==> config.mk <==
export PLATFORM = sky130hd
export DESIGN_NAME = key_debounce
export DESIGN_NICKNAME = d
export VERILOG_FILES = /design/src/rtl/key_pkg.sv /design/src/rtl/key_debounce_ch.sv /design/src/rtl/key_debounce.sv
export SDC_FILE = /design/constraint.sdc
export NUM_CORES = 1
export LEC_CHECK = 0
export BUFFER_PORTS_ARGS = -buffer_cell sky130_fd_sc_hd__buf_2
export CAP_MARGIN = 20
export CORE_UTILIZATION = 47
export CTS_CLUSTER_DIAMETER = 60
export DETAILED_ROUTE_END_ITERATION = 7
export PLACE_DENSITY = 0.76
export RECOVER_POWER = 25
export SLEW_MARGIN = 25
export SYNTH_ARGS = -nofsm -noshare
export SYNTH_HDL_FRONTEND = slang
export SYNTH_SLANG_ARGS = --single-unit
==> constraint.sdc <==
create_clock -name clk_i -period 4.9 [get_ports clk_i]
set_clock_uncertainty 0.1 [all_clocks]
set_input_delay 0.245 -clock clk_i [delete_from_list [all_inputs] [get_ports clk_i]]
set_output_delay 0.245 -clock clk_i [all_outputs]
set_load 0.05 [all_outputs]
==> src/rtl/key_pkg.sv <==
// Shared constants and helpers for the key debounce block.
package key_pkg;

    // Pin level of a released (not pressed) key.
    localparam logic KEY_IDLE = 1'b1;

    // Defaults for the 24 MHz board clock.
    localparam int unsigned DB_CNT_DEF   = 32'd240000;    // 10 ms
    localparam int unsigned HOLD_CNT_DEF = 32'd12000000;  // 0.5 s
    localparam int unsigned REP_CNT_DEF  = 32'd2400000;   // 100 ms

    // Width of a counter that must hold values up to n-1, plus one spare bit.
    function automatic int unsigned cnt_w(input int unsigned n);
        return $clog2(n) + 1;
    endfunction

endpackage

==> src/rtl/key_debounce_ch.sv <==
// One key: two-flop synchroniser, debounce counter and press/release pulses.
// Auto-repeat (hold counter, rpt pulse) is built only when KEY_REPEAT_EN is defined.
module key_debounce_ch
    import key_pkg::*;
#(
    parameter int unsigned DB_CNT   = DB_CNT_DEF,
    parameter int unsigned HOLD_CNT = HOLD_CNT_DEF,
    parameter int unsigned REP_CNT  = REP_CNT_DEF
) (
    input  logic clk_i,
    input  logic rst_i,
    input  logic key_n_i,
    output logic pressed_o,
    output logic press_o,
    output logic release_o,
    output logic rpt_o
);

    localparam int unsigned     DW      = cnt_w(DB_CNT);
    localparam logic [DW-1:0]   DB_LAST = DW'(DB_CNT - 1);

    if (DB_CNT < 2) begin : g_bad_db
        $error("key_debounce_ch: DB_CNT must be at least 2");
    end
    if (HOLD_CNT < 1 || REP_CNT < 1) begin : g_bad_rep
        $error("key_debounce_ch: HOLD_CNT and REP_CNT must be at least 1");
    end

    logic          s1_q, s2_q;
    logic          lvl;
    logic [DW-1:0] cnt_q, cnt_d;
    logic          pressed_q, pressed_d;
    logic          press_q, release_q;
    logic          accept, rise, fall;
    logic          rep_fire;

    // Two-flop synchroniser; starts from the released level.
    always_ff @(posedge clk_i or negedge rst_i) begin
        if (!rst_i) begin
            s1_q <= KEY_IDLE;
            s2_q <= KEY_IDLE;
        end else begin
            s1_q <= key_n_i;
            s2_q <= s1_q;
        end
    end

    assign lvl = ~s2_q;

    // Count consecutive cycles disagreeing with the accepted level; flip on the last one.
    always_comb begin
        cnt_d     = cnt_q;
        pressed_d = pressed_q;
        accept    = 1'b0;
        if (lvl == pressed_q) begin
            cnt_d = '0;
        end else if (cnt_q == DB_LAST) begin
            pressed_d = lvl;
            cnt_d     = '0;
            accept    = 1'b1;
        end else begin
            cnt_d = cnt_q + DW'(1);
        end
    end

    assign rise = accept & lvl;
    assign fall = accept & ~lvl;

`ifdef KEY_REPEAT_EN
    localparam int unsigned   HMAX      = (HOLD_CNT > REP_CNT) ? HOLD_CNT : REP_CNT;
    localparam int unsigned   HW        = cnt_w(HMAX);
    localparam logic [HW-1:0] HOLD_LAST = HW'(HOLD_CNT - 1);
    localparam logic [HW-1:0] REP_LAST  = HW'(REP_CNT - 1);

    logic [HW-1:0] hold_q, hold_d;
    logic          rep_q, rep_d;   // first repeat already issued, now pacing by REP_CNT

    // Hold/repeat timing; a release in progress wins over a due repeat pulse.
    always_comb begin
        hold_d   = hold_q;
        rep_d    = rep_q;
        rep_fire = 1'b0;
        if (!pressed_q || fall) begin
            hold_d = '0;
            rep_d  = 1'b0;
        end else if (hold_q == (rep_q ? REP_LAST : HOLD_LAST)) begin
            rep_fire = 1'b1;
            hold_d   = '0;
            rep_d    = 1'b1;
        end else begin
            hold_d = hold_q + HW'(1);
        end
    end

    // Hold/repeat state register.
    always_ff @(posedge clk_i or negedge rst_i) begin
        if (!rst_i) begin
            hold_q <= '0;
            rep_q  <= 1'b0;
        end else begin
            hold_q <= hold_d;
            rep_q  <= rep_d;
        end
    end

    logic rpt_q;

    // Registered repeat marker, coincident with the repeat press pulse.
    always_ff @(posedge clk_i or negedge rst_i) begin
        if (!rst_i) rpt_q <= 1'b0;
        else        rpt_q <= rep_fire;
    end

    assign rpt_o = rpt_q;
`else
    assign rep_fire = 1'b0;
    assign rpt_o    = 1'b0;
`endif

    // Debounce state and registered level/pulse outputs.
    always_ff @(posedge clk_i or negedge rst_i) begin
        if (!rst_i) begin
            cnt_q     <= '0;
            pressed_q <= 1'b0;
            press_q   <= 1'b0;
            release_q <= 1'b0;
        end else begin
            cnt_q     <= cnt_d;
            pressed_q <= pressed_d;
            press_q   <= rise | rep_fire;
            release_q <= fall;
        end
    end

    assign pressed_o = pressed_q;
    assign press_o   = press_q;
    assign release_o = release_q;

endmodule

==> src/rtl/key_debounce.sv <==
// KEYS independent active-low push-button debouncers with press/release pulses.
// Define KEY_REPEAT_EN to add auto-repeat (press + rpt pulses while held).
module key_debounce
    import key_pkg::*;
#(
    parameter int unsigned KEYS     = 3,
    parameter int unsigned DB_CNT   = DB_CNT_DEF,
    parameter int unsigned HOLD_CNT = HOLD_CNT_DEF,
    parameter int unsigned REP_CNT  = REP_CNT_DEF
) (
    input  logic            clk_i,
    input  logic            rst_i,
    input  logic [KEYS-1:0] key_n_i,
    output logic [KEYS-1:0] pressed_o,
    output logic [KEYS-1:0] press_o,
    output logic [KEYS-1:0] release_o,
    output logic [KEYS-1:0] rpt_o
);

    for (genvar k = 0; k < KEYS; k++) begin : g_key
        key_debounce_ch #(
            .DB_CNT   (DB_CNT),
            .HOLD_CNT (HOLD_CNT),
            .REP_CNT  (REP_CNT)
        ) u_ch (
            .clk_i     (clk_i),
            .rst_i     (rst_i),
            .key_n_i   (key_n_i[k]),
            .pressed_o (pressed_o[k]),
            .press_o   (press_o[k]),
            .release_o (release_o[k]),
            .rpt_o     (rpt_o[k])
        );
    end

endmodule

==> run metrics, run 1 <==
post-synthesis average cell area 10.22 µm²; Max Fclk 0.3920 GHz; die area 7785 µm²; Reg power frac 52.2%; Worst Max-Slew Pin Slew 1561 ps; CP Launch Point g_key[0].u_ch.cnt_q[14]; Worst R2R End g_key[0].u_ch.cnt_q[9]; total core area 7214 µm²; RSZ-0062 raised after global routing false; crit path DAT between 2000 and 3000 ps; setup TNS 0 ps; Post-Synth Simple-Gate Area approximately a quarter; initial core utilization 48.44%; Reg clk slew, reported paths 80 ps; Tcrit/Tclk final 52.06%; DRC 0; Hold Path Class register to register; Comb power frac around 3.5%; CP Max Fanout 17; switching share of power about 22%; Hold Fails Final Rpt 0; area grow syn2layout 9.703%; CTS resizes 0; Routed WL 6116 µm; fin util 53.14%; IR drop worst, VDD 0.1416 mV; clk_lat worst skew between 300 and 400 ps; run status finished with violations; max cap viols 1; # IOs 17; antenna violations before repair 0; # diodes 0; fraction of synthesized area in multiplexers 0.8593%; Most used DFF post-synth dfrtp_1; Leak 0.001554 µW; H-tree Lvls 3; fraction of synthesized cell area in xor and xnor cells a little under an eighth; post-synthesis cell type count 36; # setup viols final 0; startpoint types register; YS warnings 0; total power per unit cell area 306.9 nW/µm²; Avg WL per Cell 13.32 µm; WP data required 4990 ps; Internal 916.8 µW; FF+latch count, synth 72; vias in the first global route 2408; CTS Sinks between 70 and 80; combinational family with the most area after synthesis simple AND/OR/NAND/NOR gates; r2r setup slk approximately 2300 ps; critical path class register to register; # Post-CTS Setup Buffers 0; GRT Util Overall 18.00%; Post-Synth Adder-Cell Area 1.074%; Period minus WS final 2551 ps; global-route wire length before repair 10690 µm; Post-synth EDFFs 0; Reg2Reg Depth 4; slew margin rel. -4.047%; Placed Cells 439; post-synthesis sequential area ratio 51.77%; clk root buf clkbuf_8; number of vias per cell 5.429; Final Max Tran Viols 32; Row Count 31; Pre-antenna DRT Iters 4; via count of the routed design 2492; Post-Syn Instances 342; critical path capture point type register; post-DP HPWL 4059 µm; Num CTS Buffers 9; # port buffers 13; Synth Cell Area 3495 µm²; Synth async-reset ratio 100.0%; Post-Layout Cell Count 459; compound-cell area share of the yosys netlist 5.013%; CTS tree yes; CP endpoint g_key[0].u_ch.cnt_q[9]; clk buf depth 2; Die Ht 88.23 µm; grt ovf 0; RD Place Congestion 0.8046; Net Sw Power 259.6 µW; Die W 88.23 µm; Final #Nets 363; violated checks capacitance limit, slew limit; largest net degree at the start of global routing 43; startpoint of the worst register-to-register path g_key[0].u_ch.cnt_q[14]; DR iter-0 viols 96; layout cells sized above 1 11.94%; Routed Antenna Nets 0; Clk network pwr share 44.4%
-- cell usage after synthesis, drive strengths merged (6+ instances only) --
master | count | share of area, %
nor3 | 11 | 1.6
nor2 | 55 | 5.9
a21oi | 9 | 1.3
dfstp | 6 | 4.5
nand4 | 19 | 3.4
nand3 | 17 | 2.4
inv | 12 | 1.3
xor2 | 13 | 3.3
or4 | 7 | 1.7
nor4 | 15 | 2.7
dfrtp | 66 | 47
xnor2 | 32 | 8.0
or3 | 10 | 2.1
buf | 16 | 3.5
nand2 | 17 | 1.8
-- sequential cells by signal, summed over array words and instances, names as in the netlist --
register	cells
g_key.u_ch.cnt_q	57
g_key.u_ch.s1_q	3
g_key.u_ch.release_o	3
g_key.u_ch.s2_q	3
g_key.u_ch.press_o	3
g_key.u_ch.pressed_o	3
-- power groups by stage --
stage	sequential [µW]	clock, µW	combinational [µW]
final	614	522	40.9
after global routing	615	556	47.4
after CTS	614	533	42.4
after detailed placement	625	0	39.6
after global placement	624	0	38.9
after floorplan	623	0	25.6
-- cell families after synthesis --
kind of cell	count (synthesis)
buf+inv	30
flops	72
mux	3
xor+xnor	45
fa+ha+maj	3
simple gates	166
compound gates	22
other cells	1
-- cell type report --
class                      count  area (µm²)
inverter                      12       45.04
clock buffer                  11       141.4
tap                           99       123.9
fill                         663        3381
sequential                    72        1809
multi-input combinational    242        1523
timing repair buffer          18       110.1
clock inverter                 5       81.33
-- layout by cell type, fill, tap and decap left out, drive strengths merged, types with 4 or more instances in the layout --
cell type / count
dlygate4sd3: 4
o21ai: 4
nor2: 55
buf: 12
o31ai: 4
clkbuf: 13
xnor2: 32
dfstp: 6
or4: 7
nand3: 17
xor2: 13
inv: 12
and4: 4
nor3: 11
nand2: 17
nand4: 19
dfrtp: 66
or3: 10
a21oi: 9
o41ai: 4
nor4: 15
-- timing repair --
action	in CTS	in global routing
hold buffers	4	0
endpoints found under the setup margin	0	0
hold endpoints to repair	31	0
-- stage by stage --
stage               hold WS [ps]  setup WS (ps)  area, µm²  total power, µW
floorplan                 -150.6           2714       3502            648.8
global placement           206.1           2324       3570            663.3
detailed placement         209.3           2232       3570            664.6
CTS                        261.8           2222       3832             1189
global route               262.5           2157       3834             1218
finish                     259.9           2349       3834             1176
-- worst min path at each step --
stage                        from                      end  slack [ps]  cells past startpoint
2_1_floorplan               rst_i   g_key[0].u_ch.cnt_q[0]        -150                      0
5_1_grt        g_key[0].u_ch.s1_q       g_key[0].u_ch.s2_q         260                      0
3_3_place_gp                rst_i  g_key[0].u_ch.cnt_q[15]         210                      1
4_1_cts        g_key[2].u_ch.s1_q       g_key[2].u_ch.s2_q         260                      0
6_report       g_key[0].u_ch.s1_q       g_key[0].u_ch.s2_q         260                      0
3_5_place_dp                rst_i  g_key[0].u_ch.cnt_q[15]         210                      1
-- critical path: stages, from the launching register on --
cell and delay, ps:
dfrtp_1 420, or4_1 530, or3_4 360, o41ai_4 850, nor2_1 130
-- metal layers --
layer | share of wire [%] | vias up | GRT usage, %
li1 | - | 1218 | -
met1 | 45 | 1226 | 21.25
met2 | 50 | 39 | 30.42
met3 | 3.7 | 9 | 5.970
met4 | 1.4 | 0 | 7.038
met5 | 0 | - | 0
(Power assumes the default switching activity.)
==> run 2: changes to the inputs <==
--- a/config.mk
+++ b/config.mk
@@ -5,12 +5,13 @@
 export SDC_FILE = /design/constraint.sdc
 export NUM_CORES = 1
 export LEC_CHECK = 0
+export ABC_AREA = 1
 export BUFFER_PORTS_ARGS = -buffer_cell sky130_fd_sc_hd__buf_2
 export CAP_MARGIN = 20
 export CORE_UTILIZATION = 47
 export CTS_CLUSTER_DIAMETER = 60
 export DETAILED_ROUTE_END_ITERATION = 7
-export PLACE_DENSITY = 0.76
+export PLACE_DENSITY = 0.78
 export RECOVER_POWER = 25
 export SLEW_MARGIN = 25
 export SYNTH_ARGS = -nofsm -noshare
==> constraint.sdc (replaced) <==
create_clock -name clk_i -period 2.32 [get_ports clk_i]
set_clock_uncertainty 0.1 [all_clocks]
set_input_delay 0.116 -clock clk_i [delete_from_list [all_inputs] [get_ports clk_i]]
set_output_delay 0.116 -clock clk_i [all_outputs]
set_load 0.05 [all_outputs]
==> run metrics, run 2 <==
total power per unit cell area between 500 and 600 nW/µm²; Reg2Reg Depth 8; Hold Fails Final Rpt 0; largest delay contributor family on the critical path buffers and inverters; Die Ht 95.32 µm; Hold WS 257.6 ps; Net Sw Power 576.5 µW; Post-Syn Instances between 500 and 600; # port buffers 13; Biggest register g_key.u_ch.cnt_q; post-DP HPWL a little over 6000 µm; layout cells sized above 1 about 16%; area grow syn2layout 10.39%; Comb power frac 4.1%; CP max stage delay 950 ps; IR drop worst, VDD 0.2445 mV; largest net degree at the start of global routing 52; # Post-CTS Setup Buffers 0; CTS Sinks 72; number of vias per cell approximately 5; antenna violations before repair 0; WP data required 2690 ps; Die W 95.32 µm; Commonest cells post-synth 121 x nor2_1, 113 x nand2_1, 66 x dfrtp_1; Internal between 2000 and 2500 µW; Num CTS Buffers 9; RD Place Congestion 0.8804; max reg flops 57; run status finished clean; post-synthesis average cell area 7.693 µm²; # diodes 0; critical path class primary input to async pin; DRC 0; startpoint types primary input; post-synthesis cell type count 27; Post-Layout Cell Count 662; Worst Max-Slew Pin Slew 1303 ps; Hold Path Class register to register; Synth Cell Area 4093 µm²; setup TNS 0 ps; fin util around 54%; slowest CP cell clkbuf_1; Crit path depth 3; Post-synth EDFFs 0; Routed WL 8292 µm; CTS tree yes; DR iter-0 viols 162; Period minus WS final between 1500 and 2000 ps; slew margin rel. 13.14%; clk buf depth 2; Row Count 33; RSZ-0062 raised after global routing false; clk root buf clkbuf_8; Synth async-reset ratio 100.0%; clk_lat worst skew 350 ps; FF+latch count, synth 72; most common cell after layout, fill and taps aside nor2_1; Tcrit/Tclk final 69.33%; Leak 0.001951 µW; total core area 8341 µm²; # IOs 17; critical path capture point type async pin; Placed Cells 642; Final #Nets 560; grt ovf 0; crit path DAT 1980 ps; Avg WL per Cell around 13 µm; # setup viols final 0; Final WS setup 711.4 ps; Reg clk slew, reported paths 70 ps; initial core utilization 49.07%; CP Buf/Inv Count 3; YS warnings 0; CP Max Fanout 51; Pre-antenna DRT Iters 4; Max Fclk 0.6217 GHz; Reg power frac 49.2%; commonest cells after routing, fill and taps aside 121 x nor2_1, 113 x nand2_1, 66 x dfrtp_1, 57 x inv_1, 32 x nand3_1; max cap viols 0; H-tree Lvls 3; post-synth top area cell dfrtp_1; vias in the first global route ~3000; switching share of power around 22%; Clk network pwr share roughly 47%; Routed Antenna Nets 0; global-route wire length before repair 13970 µm; Most used DFF post-synth dfrtp_1; Synth top area share 40.35%; most common cell in the netlist nor2_1; via count of the routed design 3315; die area 9085 µm²; hold path depth 0; Final Max Tran Viols 0; largest cells by area after synthesis dfrtp_1 40%, nor2_1 11%, nand2_1 10%, inv_1 5.2%, xor2_1 4.1%; ordered list of cells on the worst path dlygate4sd3_1 -> clkbuf_1 -> buf_12; GRT Util Overall 20.05%; post-synthesis sequential area ratio 44.21%; DP Worst Slack roughly 760 ps
-- run 2: cell count changes in the layout (fill, tap and decap cells not counted), moves of 6 or more --
cell	delta
inv_1	+45
nand2_1	+96
nand2_2	+9
nand3_1	+15
nand4_1	-9
nor2_1	+66
nor2_2	+23
nor2_4	+8
nor4_1	-15
or3_1	-8
xnor2_1	-26
xor2_1	+6
-- run 2: power groups by stage --
stage               clock network (µW)  registers [µW]  logic [µW]
finish                            1230            1290         107
global route                      1310            1300         124
CTS                               1260            1290         110
detailed placement                   0            1320         105
global placement                     0            1320         102
floorplan                            0            1310        60.0
-- run 2: timing repair --
item                                    CTS  global route
endpoints found under the hold margin    23             0
endpoints found under the setup margin    0             0
hold buffers                              4             0
gates resized for setup                   0             0
-- run 2: per-layer routing --
| layer | wire length, µm | up-vias | share of wire [%] | track usage [%] |
|---|---|---|---|---|
| li1 | - | 1666 | - | - |
| met1 | 3905 | 1546 | 47 | 25.94 |
| met2 | 3799 | 80 | 46 | 31.96 |
| met3 | 339 | 23 | 4.1 | 4.625 |
| met4 | 248 | 0 | 3.0 | 8.712 |
| met5 | 0 | - | 0 | 0 |
-- run 2: area by class of cell --
cell class / instances / area [µm²]
Clock inverter: 5 / 103.9
Sequential cell: 72 / 1809
Clock buffer: 11 / 141.4
Multi-Input combinational cell: 389 / 1968
Timing Repair Buffer: 20 / 138.9
Tap cell: 105 / 131.4
Inverter: 60 / 225.2
Fill cell: 771 / 3822
-- run 2: kinds of logic after synthesis --
kind of cell | count (synthesis) | synth area share, %
and+or+nand+nor | 340 | 39.04
buffers and inverters | 73 | 7.888
DFF | 72 | 44.21
xor gates and xnor gates | 25 | 5.350
AOI/OAI and AO/OA | 18 | 2.507
adders and majority gates | 3 | 0.9172
other | 1 | 0.09163
-- run 2: final timing paths --
| check | from | end | slack [ps] |
|---|---|---|---|
| min | g_key[0].u_ch.s1_q | g_key[0].u_ch.s2_q | 260 |
| min in group asynchronous | rst_i | g_key[2].u_ch.cnt_q[16] | 470 |
| max in group clk_i | g_key[2].u_ch.cnt_q[0] | g_key[2].u_ch.cnt_q[5] | 750 |
| max reg2reg | g_key[2].u_ch.cnt_q[0] | g_key[2].u_ch.cnt_q[5] | 750 |
| max | rst_i | g_key[1].u_ch.s2_q | 710 |
| min reg2reg | g_key[0].u_ch.s1_q | g_key[0].u_ch.s2_q | 260 |
-- run 2: metrics by stage --
step	instance area, µm²	power [µW]
floorplan	4100	1374
global placement	4234	1418
detailed placement	4234	1422
CTS	4519	2660
global route	4518	2732
finish	4518	2627
-- run 2: worst reg2reg max path, delay by kind of cell (launching register included) --
| family | cells | cell delay, ps |
|---|---|---|
| fa+ha+maj | 1 | 220 |
| buf+inv | 1 | 80 |
| flops | 1 | 400 |
| simple gates | 6 | 660 |
